<file path="src/rtl/fifo_fwft.sv">
// fifo_fwft: parametrised single-clock FIFO with count, almost-full/empty,
// sticky overflow/underflow flags, synchronous flush and selectable read mode.
// Ports:
//   i_clk, i_rst_n       clock, asynchronous active-low reset
//   i_flush              synchronous flush (priority over enq/deq)
//   i_clr_err            synchronous clear of o_overflow/o_underflow
//   enq_data/en/rdy      write side; enq_rdy = !o_full
//   deq_data/en/rdy      read side; deq_rdy = !o_empty
//                        p_FWFT=0: deq_data registered on a dequeue fire
//                        p_FWFT=1: deq_data shows the head word, deq_en pops
//   o_full, o_empty, o_count, o_almost_full, o_almost_empty   status
//   o_overflow, o_underflow                                   sticky errors
module fifo_fwft #(
   parameter int unsigned p_WORD_LEN  = 8,
   parameter int unsigned p_FIFO_SIZE = 8,
   parameter int unsigned p_FWFT      = 0,
   parameter int unsigned p_AF_LEVEL  = 6,
   parameter int unsigned p_AE_LEVEL  = 1
) (
   input  logic                          i_clk,
   input  logic                          i_rst_n,
   input  logic                          i_flush,
   input  logic                          i_clr_err,
   input  logic [p_WORD_LEN-1:0]         enq_data,
   input  logic                          enq_en,
   output logic                          enq_rdy,
   output logic [p_WORD_LEN-1:0]         deq_data,
   input  logic                          deq_en,
   output logic                          deq_rdy,
   output logic                          o_full,
   output logic                          o_empty,
   output logic [$clog2(p_FIFO_SIZE):0]  o_count,
   output logic                          o_almost_full,
   output logic                          o_almost_empty,
   output logic                          o_overflow,
   output logic                          o_underflow
);

   localparam int unsigned lp_AW = $clog2(p_FIFO_SIZE);
   localparam int unsigned lp_PW = lp_AW + 1;

   // Elaboration-time parameter legality
   if (p_FIFO_SIZE < 2 || (p_FIFO_SIZE & (p_FIFO_SIZE - 1)) != 0) begin : g_bad_size
      $error("fifo_fwft: p_FIFO_SIZE must be a power of two >= 2");
   end
   if (p_AF_LEVEL < 1 || p_AF_LEVEL > p_FIFO_SIZE) begin : g_bad_af
      $error("fifo_fwft: p_AF_LEVEL must be in 1..p_FIFO_SIZE");
   end
   if (p_AE_LEVEL > p_FIFO_SIZE - 1) begin : g_bad_ae
      $error("fifo_fwft: p_AE_LEVEL must be in 0..p_FIFO_SIZE-1");
   end

   logic [lp_PW-1:0]      r_head;
   logic [lp_PW-1:0]      r_tail;
   logic [p_WORD_LEN-1:0] r_mem [p_FIFO_SIZE];
   logic                  r_overflow;
   logic                  r_underflow;

   logic                  w_full;
   logic                  w_empty;
   logic [lp_PW-1:0]      w_count;
   logic                  w_enq_fire;
   logic                  w_deq_fire;
   logic                  w_ovf_set;
   logic                  w_udf_set;
   logic [lp_AW-1:0]      w_tail_idx;

   // Status derives only from registered pointers; MSB is the wrap bit
   assign w_full     = (r_head[lp_AW] != r_tail[lp_AW]) &&
                       (r_head[lp_AW-1:0] == r_tail[lp_AW-1:0]);
   assign w_empty    = (r_head == r_tail);
   assign w_count    = r_head - r_tail;
   assign w_tail_idx = r_tail[lp_AW-1:0];

   // Flush suppresses both transfers and both error conditions
   assign w_enq_fire = enq_en & ~w_full  & ~i_flush;
   assign w_deq_fire = deq_en & ~w_empty & ~i_flush;
   assign w_ovf_set  = enq_en &  w_full  & ~i_flush;
   assign w_udf_set  = deq_en &  w_empty & ~i_flush;

   // Head/tail pointers
   always_ff @(posedge i_clk or negedge i_rst_n) begin
      if (!i_rst_n) begin
         r_head <= '0;
         r_tail <= '0;
      end else if (i_flush) begin
         r_head <= '0;
         r_tail <= '0;
      end else begin
         if (w_enq_fire) r_head <= r_head + lp_PW'(1);
         if (w_deq_fire) r_tail <= r_tail + lp_PW'(1);
      end
   end

   // Storage; contents intentionally not reset
   always_ff @(posedge i_clk) begin
      if (w_enq_fire) r_mem[r_head[lp_AW-1:0]] <= enq_data;
   end

   // Sticky error flags; a new error in the clear cycle wins
   always_ff @(posedge i_clk or negedge i_rst_n) begin
      if (!i_rst_n) begin
         r_overflow  <= 1'b0;
         r_underflow <= 1'b0;
      end else begin
         r_overflow  <= w_ovf_set | (r_overflow  & ~i_clr_err);
         r_underflow <= w_udf_set | (r_underflow & ~i_clr_err);
      end
   end

   // Read path selection
   if (p_FWFT != 0) begin : g_fwft
      // Head word presented directly; forced to zero while nothing is stored
      assign deq_data = w_empty ? '0 : r_mem[w_tail_idx];
   end else begin : g_reg
      logic [p_WORD_LEN-1:0] r_deq_data;
      // Loaded only on a dequeue fire; holds through flush
      always_ff @(posedge i_clk or negedge i_rst_n) begin
         if (!i_rst_n)        r_deq_data <= '0;
         else if (w_deq_fire) r_deq_data <= r_mem[w_tail_idx];
      end
      assign deq_data = r_deq_data;
   end

   assign enq_rdy        = ~w_full;
   assign deq_rdy        = ~w_empty;
   assign o_full         = w_full;
   assign o_empty        = w_empty;
   assign o_count        = w_count;
   assign o_almost_full  = (w_count >= lp_PW'(p_AF_LEVEL));
   assign o_almost_empty = (w_count <= lp_PW'(p_AE_LEVEL));
   assign o_overflow     = r_overflow;
   assign o_underflow    = r_underflow;

endmodule

</file>
<file path="config.mk">
export PLATFORM = sky130hd
export DESIGN_NAME = fifo_fwft
export DESIGN_NICKNAME = d
export VERILOG_FILES = /design/src/rtl/fifo_fwft.sv
export SDC_FILE = /design/constraint.sdc
export NUM_CORES = 1
export LEC_CHECK = 0
export ABC_AREA = 0
export BUFFER_PORTS_ARGS = -buffer_cell sky130_fd_sc_hd__buf_2
export CORE_UTILIZATION = 58
export DETAILED_ROUTE_END_ITERATION = 8
export PLACE_DENSITY = 0.78
export SETUP_SLACK_MARGIN = 0.3
export SLEW_MARGIN = 20
export SYNTH_ARGS = -nofsm -noshare
export SYNTH_HDL_FRONTEND = slang
export SYNTH_SLANG_ARGS = --single-unit
</file>
<file path="constraint.sdc">
create_clock -name i_clk -period 3.8 [get_ports i_clk]
set_clock_uncertainty 0.1 [all_clocks]
set_input_delay 0.19 -clock i_clk [delete_from_list [all_inputs] [get_ports i_clk]]
set_output_delay 0.19 -clock i_clk [all_outputs]
set_load 0.05 [all_outputs]
</file>
==> results.json, run 1 <==
{
  "crit_buf_inv": 2,
  "syn_area_per_cell_um2": 16.6,
  "drt_iter0_markers": 162,
  "antenna_cells": 0,
  "placed_cell_area_mm2": 0.00368,
  "grt_pass1_wl_mm": 10.3,
  "final_nets": 272,
  "cp_top_family": "simple AND/OR/NAND/NOR gates",
  "rsz0062_at_grt": "false",
  "finalSetupTns_ns": 0,
  "fin_crit_sh_pct": 75.1,
  "cts.clk_slew.worst_paths_ns": 0.08,
  "grt_pass1_vias": 1952,
  "post-place-ws_ns": 0.974,
  "period_needed_ns": 2.85,
  "syn-num-nets": 224,
  "slew_violations": 0,
  "power.internal_mw": 1.62,
  "cp_slowest_cell": "nor2_1",
  "synthesis.area_mm2": 0.00339,
  "ant_nets": 0,
  "cts-root-buf": "clkbuf_8",
  "synth_warnings": 0,
  "syn-instance-count": 204,
  "cts_buffer_depth": 2,
  "die_y_um": 78.4,
  "num_vias": 1858,
  "grt_max_degree": 21,
  "hold_viol": 0,
  "swShare_pct": 32.9,
  "max_stage_delay_ns": 0.57,
  "dpl.hpwl_mm": 4.40,
  "crit_arrival_ns": 2.73,
  "clkPwrFrac_pct": 28.9,
  "power_density_mw_per_mm2": 618,
  "critPathKind": "reg -> reg",
  "dr.pass1.iters": 5,
  "initial_core_util_pct": 60.8,
  "post-route-util_pct": 70.4,
  "io_pins": 34,
  "setup_viol": 0,
  "seqPwrFrac_pct": 43.5,
  "grt_util_all_layers_pct": 24.0,
  "clock-sinks": 82,
  "cts_max_level": 3,
  "placementRows": 27,
  "die-area_mm2": 0.00615,
  "layout-drive-gt1-share_pct": 30.7,
  "hold_slack_ns": 0.0301,
  "dp_cells": 312,
  "tritoncts": "done",
  "yosysUniqueCellTypes": 30,
  "gp_congestion": 0.772,
  "total_power_mw": 2.42,
  "drcViolationCount": 0,
  "worstPathCellList": "buf_4, inv_1, ha_1, nand3_1, o21ai_1, or3_1, nor2_1",
  "critPathLaunchType": "flip-flop",
  "postCtsSetupBuffers": 0,
  "ys_seq_area_share_pct": 70.0,
  "port_buffers": 33,
  "max-vdd-ir-drop_mv": 0.560,
  "hold_class": "in -> reg",
  "cts_made_buffers": 9,
  "fillers": 372,
  "area_growth_syn_to_layout_pct": 15.8,
  "vias_per_cell": 5.65,
  "wl_per_cell_um": 19.3,
  "worst_slew_pin_slew_ns": 0.684,
  "p_leak_nw": 1.46,
  "stdcell_area_mm2": 0.00392,
  "power_frac_comb_pct": 27.6,
  "overflow": 0,
  "fin_ws_ns": 0.947,
  "clkLatencyLatePin_ns": 0.34,
  "r2r_slack_ns": 0.95,
  "antenna_found_initial": 0,
  "crit_fanout": 10,
  "crit_required_ns": 3.68,
  "status": "completed",
  "maxCapViolCount": 0,
  "slew_headroom_pct": 54.2,
  "fmax_mhz": 351,
  "die_w_um": 78.4,
  "final_cells": 329,
  "finalWirelength_mm": 6.34,
  "ys_ff_latch": 82,
  "power_switching_mw": 0.798,
  "coreArea_mm2": 0.00557,
  "setup.worst_path.end_class": "flip-flop"
}
-- flip-flops by register name, indices dropped and copies added, names as in the netlist --
| register | flops |
|---|---|
| r_mem | 64 |
| deq_data | 8 |
| r_head | 4 |
| r_tail | 4 |
| o_overflow | 1 |
| o_underflow | 1 |
-- power groups by stage --
stage	Sequential [mW]	Clock [mW]	Combinational, mW
after floorplan	1.22	0	0.374
after global placement	1.07	0	0.666
after detailed placement	1.08	0	0.675
after CTS	1.06	0.709	0.678
after global routing	1.06	0.744	0.716
final	1.05	0.700	0.669
-- what timing repair did --
item,4_1_cts,5_1_grt
gates resized for setup,0,0
hold buffers,1,0
hold endpoints to repair,18,0
-- cell type report --
cell class                 count  area (um^2)  area share, %
sequential                    82         2370           60.5
multi-input combinational    103          932           23.8
timing repair buffer          45          258           6.57
clock buffer                  12          155           3.96
tap                           72         90.1           2.30
clock inverter                 4         73.8           1.88
inverter                      11         41.3           1.05
-- synth_stat cells (all sizes together) --
library cell | number | area (um^2)
mux4 | 16 | 360
buf | 5 | 30.0
edfxtp | 64 | 1920
nor2b | 1 | 6.26
o211ai | 3 | 22.5
a21oi | 4 | 20.0
o21ai | 13 | 68.8
xor2 | 3 | 33.8
nor3 | 3 | 15.0
ha | 5 | 62.6
fa | 1 | 20.0
or2b | 1 | 7.51
and3 | 1 | 7.51
mux2i | 8 | 80.1
nand2b | 1 | 6.26
dfrtp | 18 | 450
or2 | 1 | 6.26
nand3 | 5 | 25.0
o21a | 3 | 22.5
xnor2 | 4 | 35.0
inv | 11 | 41.3
a32o | 2 | 20.0
nor2 | 12 | 45.0
or3 | 3 | 18.8
clkbuf | 3 | 11.3
nand2 | 13 | 48.8
-- final timing paths --
kind | endpoint | depth (start not counted) | startpoint
max | r_mem[4][1]$_DFFE_PP_ | 7 | r_tail[2]$_DFFE_PN0P_
min | r_tail[1]$_DFFE_PN0P_ | 2 | i_flush
max reg2reg | r_mem[4][1]$_DFFE_PP_ | 7 | r_tail[2]$_DFFE_PN0P_
min reg2reg | deq_data[3]$_DFFE_PN0P_ | 2 | deq_data[3]$_DFFE_PN0P_
max in group asynchronous | r_tail[0]$_DFFE_PN0P_ | 2 | i_rst_n
min in group asynchronous | deq_data[1]$_DFFE_PN0P_ | 2 | i_rst_n
-- cell families after synthesis --
kind of cell	count (synthesis)	synth area share (%)
AOI/OAI and AO/OA	25	4.54
xor gates and xnor gates	7	2.03
adders and majority gates	6	2.44
buffers and inverters	19	2.44
DFF	82	70.0
muxes	24	13.0
and+or+nand+nor	41	5.50
-- layer usage --
metal	GRT usage, %	share of wire (%)
met1	32.7	43
met3	4.53	5.8
met2	37.5	50
met4	11.9	1.6
met5	0	0
-- cell usage in the layout, fill, tap and decap left out, types with 4 or more instances in the layout --
cell type	instances
buf_4	11
nand2_1	13
dfrtp_1	18
buf_2	33
o21ai_0	9
a21oi_1	4
inv_1	11
nor2_1	12
ha_1	5
xnor2_1	4
clkbuf_8	11
nand3_1	5
edfxtp_1	64
mux4_2	16
mux2i_1	8
Note: power is estimated with default switching activity, not from simulation.
==> run 2, diff against run 1 <==
--- a/config.mk
+++ b/config.mk
@@ -5,11 +5,11 @@
 export SDC_FILE = /design/constraint.sdc
 export NUM_CORES = 1
 export LEC_CHECK = 0
-export ABC_AREA = 0
+export ABC_AREA = 1
 export BUFFER_PORTS_ARGS = -buffer_cell sky130_fd_sc_hd__buf_2
-export CORE_UTILIZATION = 58
+export CORE_UTILIZATION = 53
 export DETAILED_ROUTE_END_ITERATION = 8
-export PLACE_DENSITY = 0.78
+export PLACE_DENSITY = 0.74
 export SETUP_SLACK_MARGIN = 0.3
 export SLEW_MARGIN = 20
 export SYNTH_ARGS = -nofsm -noshare
==> constraint.sdc (replaced) <==
create_clock -name i_clk -period 2.5 [get_ports i_clk]
set_clock_uncertainty 0.1 [all_clocks]
set_input_delay 0.125 -clock i_clk [delete_from_list [all_inputs] [get_ports i_clk]]
set_output_delay 0.125 -clock i_clk [all_outputs]
set_load 0.05 [all_outputs]
==> results.json, run 2 <==
{
  "crit_buf_inv": 2,
  "status": "completed",
  "gp_congestion": 0.946,
  "drcViolationCount": 0,
  "antenna_found_initial": 0,
  "period_needed_ns": 2.15,
  "critPathKind": "reg -> out",
  "use_met2_pct": 37.7,
  "die_w_um": 86.2,
  "max-vdd-ir-drop_mv": 0.497,
  "crit_fanout": 2,
  "stdcell_area_mm2": 0.00451,
  "p_leak_nw": 2.05,
  "yosys-top-cells-count": "nand2_1, edfxtp_1, inv_1",
  "tritoncts": "done",
  "ys.flop_type": "edfxtp_1",
  "dr.pass1.iters": 5,
  "cp_top_family": "adder cells",
  "wl_per_cell_um": 15.9,
  "clock-sinks": 82,
  "setup.worst_path.end_class": "primary output",
  "syn-instance-count": 381,
  "finalSetupTns_ns": 0,
  "die-area_mm2": 0.00744,
  "ant_nets": 0,
  "grt_pass1_wl_mm": 12.7,
  "layout-drive-gt1-share_pct": 23.4,
  "port_buffers": 33,
  "grt_util_all_layers_pct": 24.3,
  "final_common_cell": "nand2_1",
  "syn_area_per_cell_um2": 9.87,
  "cts.clk_slew.worst_paths_ns": 0.08,
  "num_vias": 2701,
  "most-common-layout-cells": "nand2_1, edfxtp_1, inv_1, nand3_1, buf_2",
  "clkLatencyLatePin_ns": 0.35,
  "ys_ff_latch": 82,
  "rsz0062_at_grt": "false",
  "fin_crit_sh_pct": 86.2,
  "synthArstFlopShare_pct": 22.0,
  "placementRows": 30,
  "yosysUniqueCellTypes": 26,
  "cp_slowest_cell": "dfrtp_2",
  "largest_reg_flops": 64,
  "use_met1_pct": 33.3,
  "crit_required_ns": 2.28,
  "area_growth_syn_to_layout_pct": 19.9,
  "grt_pass1_vias": 2507,
  "synth_most_common_cell": "nand2_1",
  "initial_core_util_pct": 55.1,
  "synth_warnings": 0,
  "finalWirelength_mm": 8.45,
  "placed_cell_area_mm2": 0.00412,
  "max_stage_delay_ns": 0.38,
  "syn-num-nets": 401,
  "synth_top_cell_by_area": "edfxtp_1",
  "ys_seq_area_share_pct": 63.1,
  "hold_class": "in -> reg",
  "setup_viol": 0,
  "dpl.hpwl_mm": 5.68,
  "die_y_um": 86.2,
  "post-place-ws_ns": 0.421,
  "drt_iter0_markers": 234,
  "overflow": 0,
  "grt_max_degree": 36,
  "cts_max_level": 3,
  "fin_ws_ns": 0.346,
  "maxCapViolCount": 0,
  "cts_buffer_depth": 2,
  "synth_edf_count": 64,
  "io_pins": 34,
  "fmax_mhz": 464,
  "critPathLaunchType": "flip-flop",
  "final_nets": 450,
  "cts_made_buffers": 9,
  "antenna_cells": 0,
  "synth_top_area_share_pct": 51.1,
  "total_power_mw": 4.00,
  "worst_slew_pin_slew_ns": 0.553,
  "worstPathCellList": "inv_2, ha_2, fa_2, xor2_2, o211ai_1, buf_4",
  "power_density_mw_per_mm2": 886,
  "crit_arrival_ns": 1.93,
  "vias_per_cell": 5.09,
  "cts-root-buf": "clkbuf_8",
  "slew_headroom_pct": 63.1,
  "synthesis.area_mm2": 0.00376,
  "ys_top_cells_by_area": "edfxtp_1, nand2_1, dfrtp_1, nand3_1, inv_1",
  "slew_violations": 0,
  "coreArea_mm2": 0.00683,
  "post-route-util_pct": 66.0,
  "hold_viol": 0,
  "grtUsageMet3_pct": 4.10,
  "top_usage_layer": "met2"
}
run 2: worst register-to-register path, cell delays in order (launching register included):
cell and delay (ns):
dfrtp_2 0.42, inv_2 0.06, ha_2 0.28, nand3_4 0.12
nor2_4 0.05, nor2_4 0.14, nand2_4 0.14, nor2_4 0.27
run 2: path summary, 6_finish.rpt:
kind | to | cells after the start | slack [ns] | from
max | o_almost_full | 6 | 0.35 | r_head[0]$_DFFE_PN0P_
min | r_mem[2][2]$_DFFE_PP_ | 1 | 0.004 | enq_data[2]
max reg2reg | r_mem[1][0]$_DFFE_PP_ | 7 | 0.60 | r_head[0]$_DFFE_PN0P_
min reg2reg | deq_data[1]$_DFFE_PN0P_ | 2 | 0.38 | deq_data[1]$_DFFE_PN0P_
max in group asynchronous | r_head[0]$_DFFE_PN0P_ | 2 | 1.86 | i_rst_n
min in group asynchronous | deq_data[0]$_DFFE_PN0P_ | 2 | 0.12 | i_rst_n
run 2: kinds of logic after synthesis:
family                     after synthesis  synth area share [%]
buffers and inverters                   79                  8.78
AOI/OAI and AO/OA                        7                  1.06
xor gates and xnor gates                 5                  1.16
adders and majority gates                6                  2.20
DFF                                     82                  63.1
and+or+nand+nor                        202                  23.7
run 2: per-stage QoR:
stage	cells	hold slack (ns)
global route	531	0.00219
detailed placement	502	-0.0193
finish	531	0.00430
floorplan	381	-0.271
CTS	524	0.000242
global placement	502	-0.0208
run 2: repair_timing:
action	4_1_cts	5_1_grt
endpoints found under the setup margin	4	3
buffers inserted	1	7
cloned	0	0
hold buffers	5	0
resized for setup	5	7
endpoints found under the hold margin	30	0
pin swaps	0	2
run 2: power by group:
group / internal [mW] / switching, mW
logic: 0.317 / 0.907
clock network: 0.662 / 0.489
registers: 1.56 / 0.0610
run 2: final cells by class:
| class | instances | area (um^2) |
|---|---|---|
| fillers | 554 | 2320 |
| clock buffers | 9 | 124 |
| inverters | 66 | 250 |
| multi-input cells | 220 | 1200 |
| clock inverters | 7 | 115 |
| well taps | 96 | 120 |
| flip-flops and latches | 82 | 2380 |
| repair buffers | 51 | 322 |
run 2: routing by layer:
metal  vias to the layer above  wire length, um  share of wire, %
li1                       1322                -                 -
met1                      1257             3790                45
met2                       101             3940                47
met3                        21              486               5.8
met4                         0              231               2.7
met5                         -                0                 0
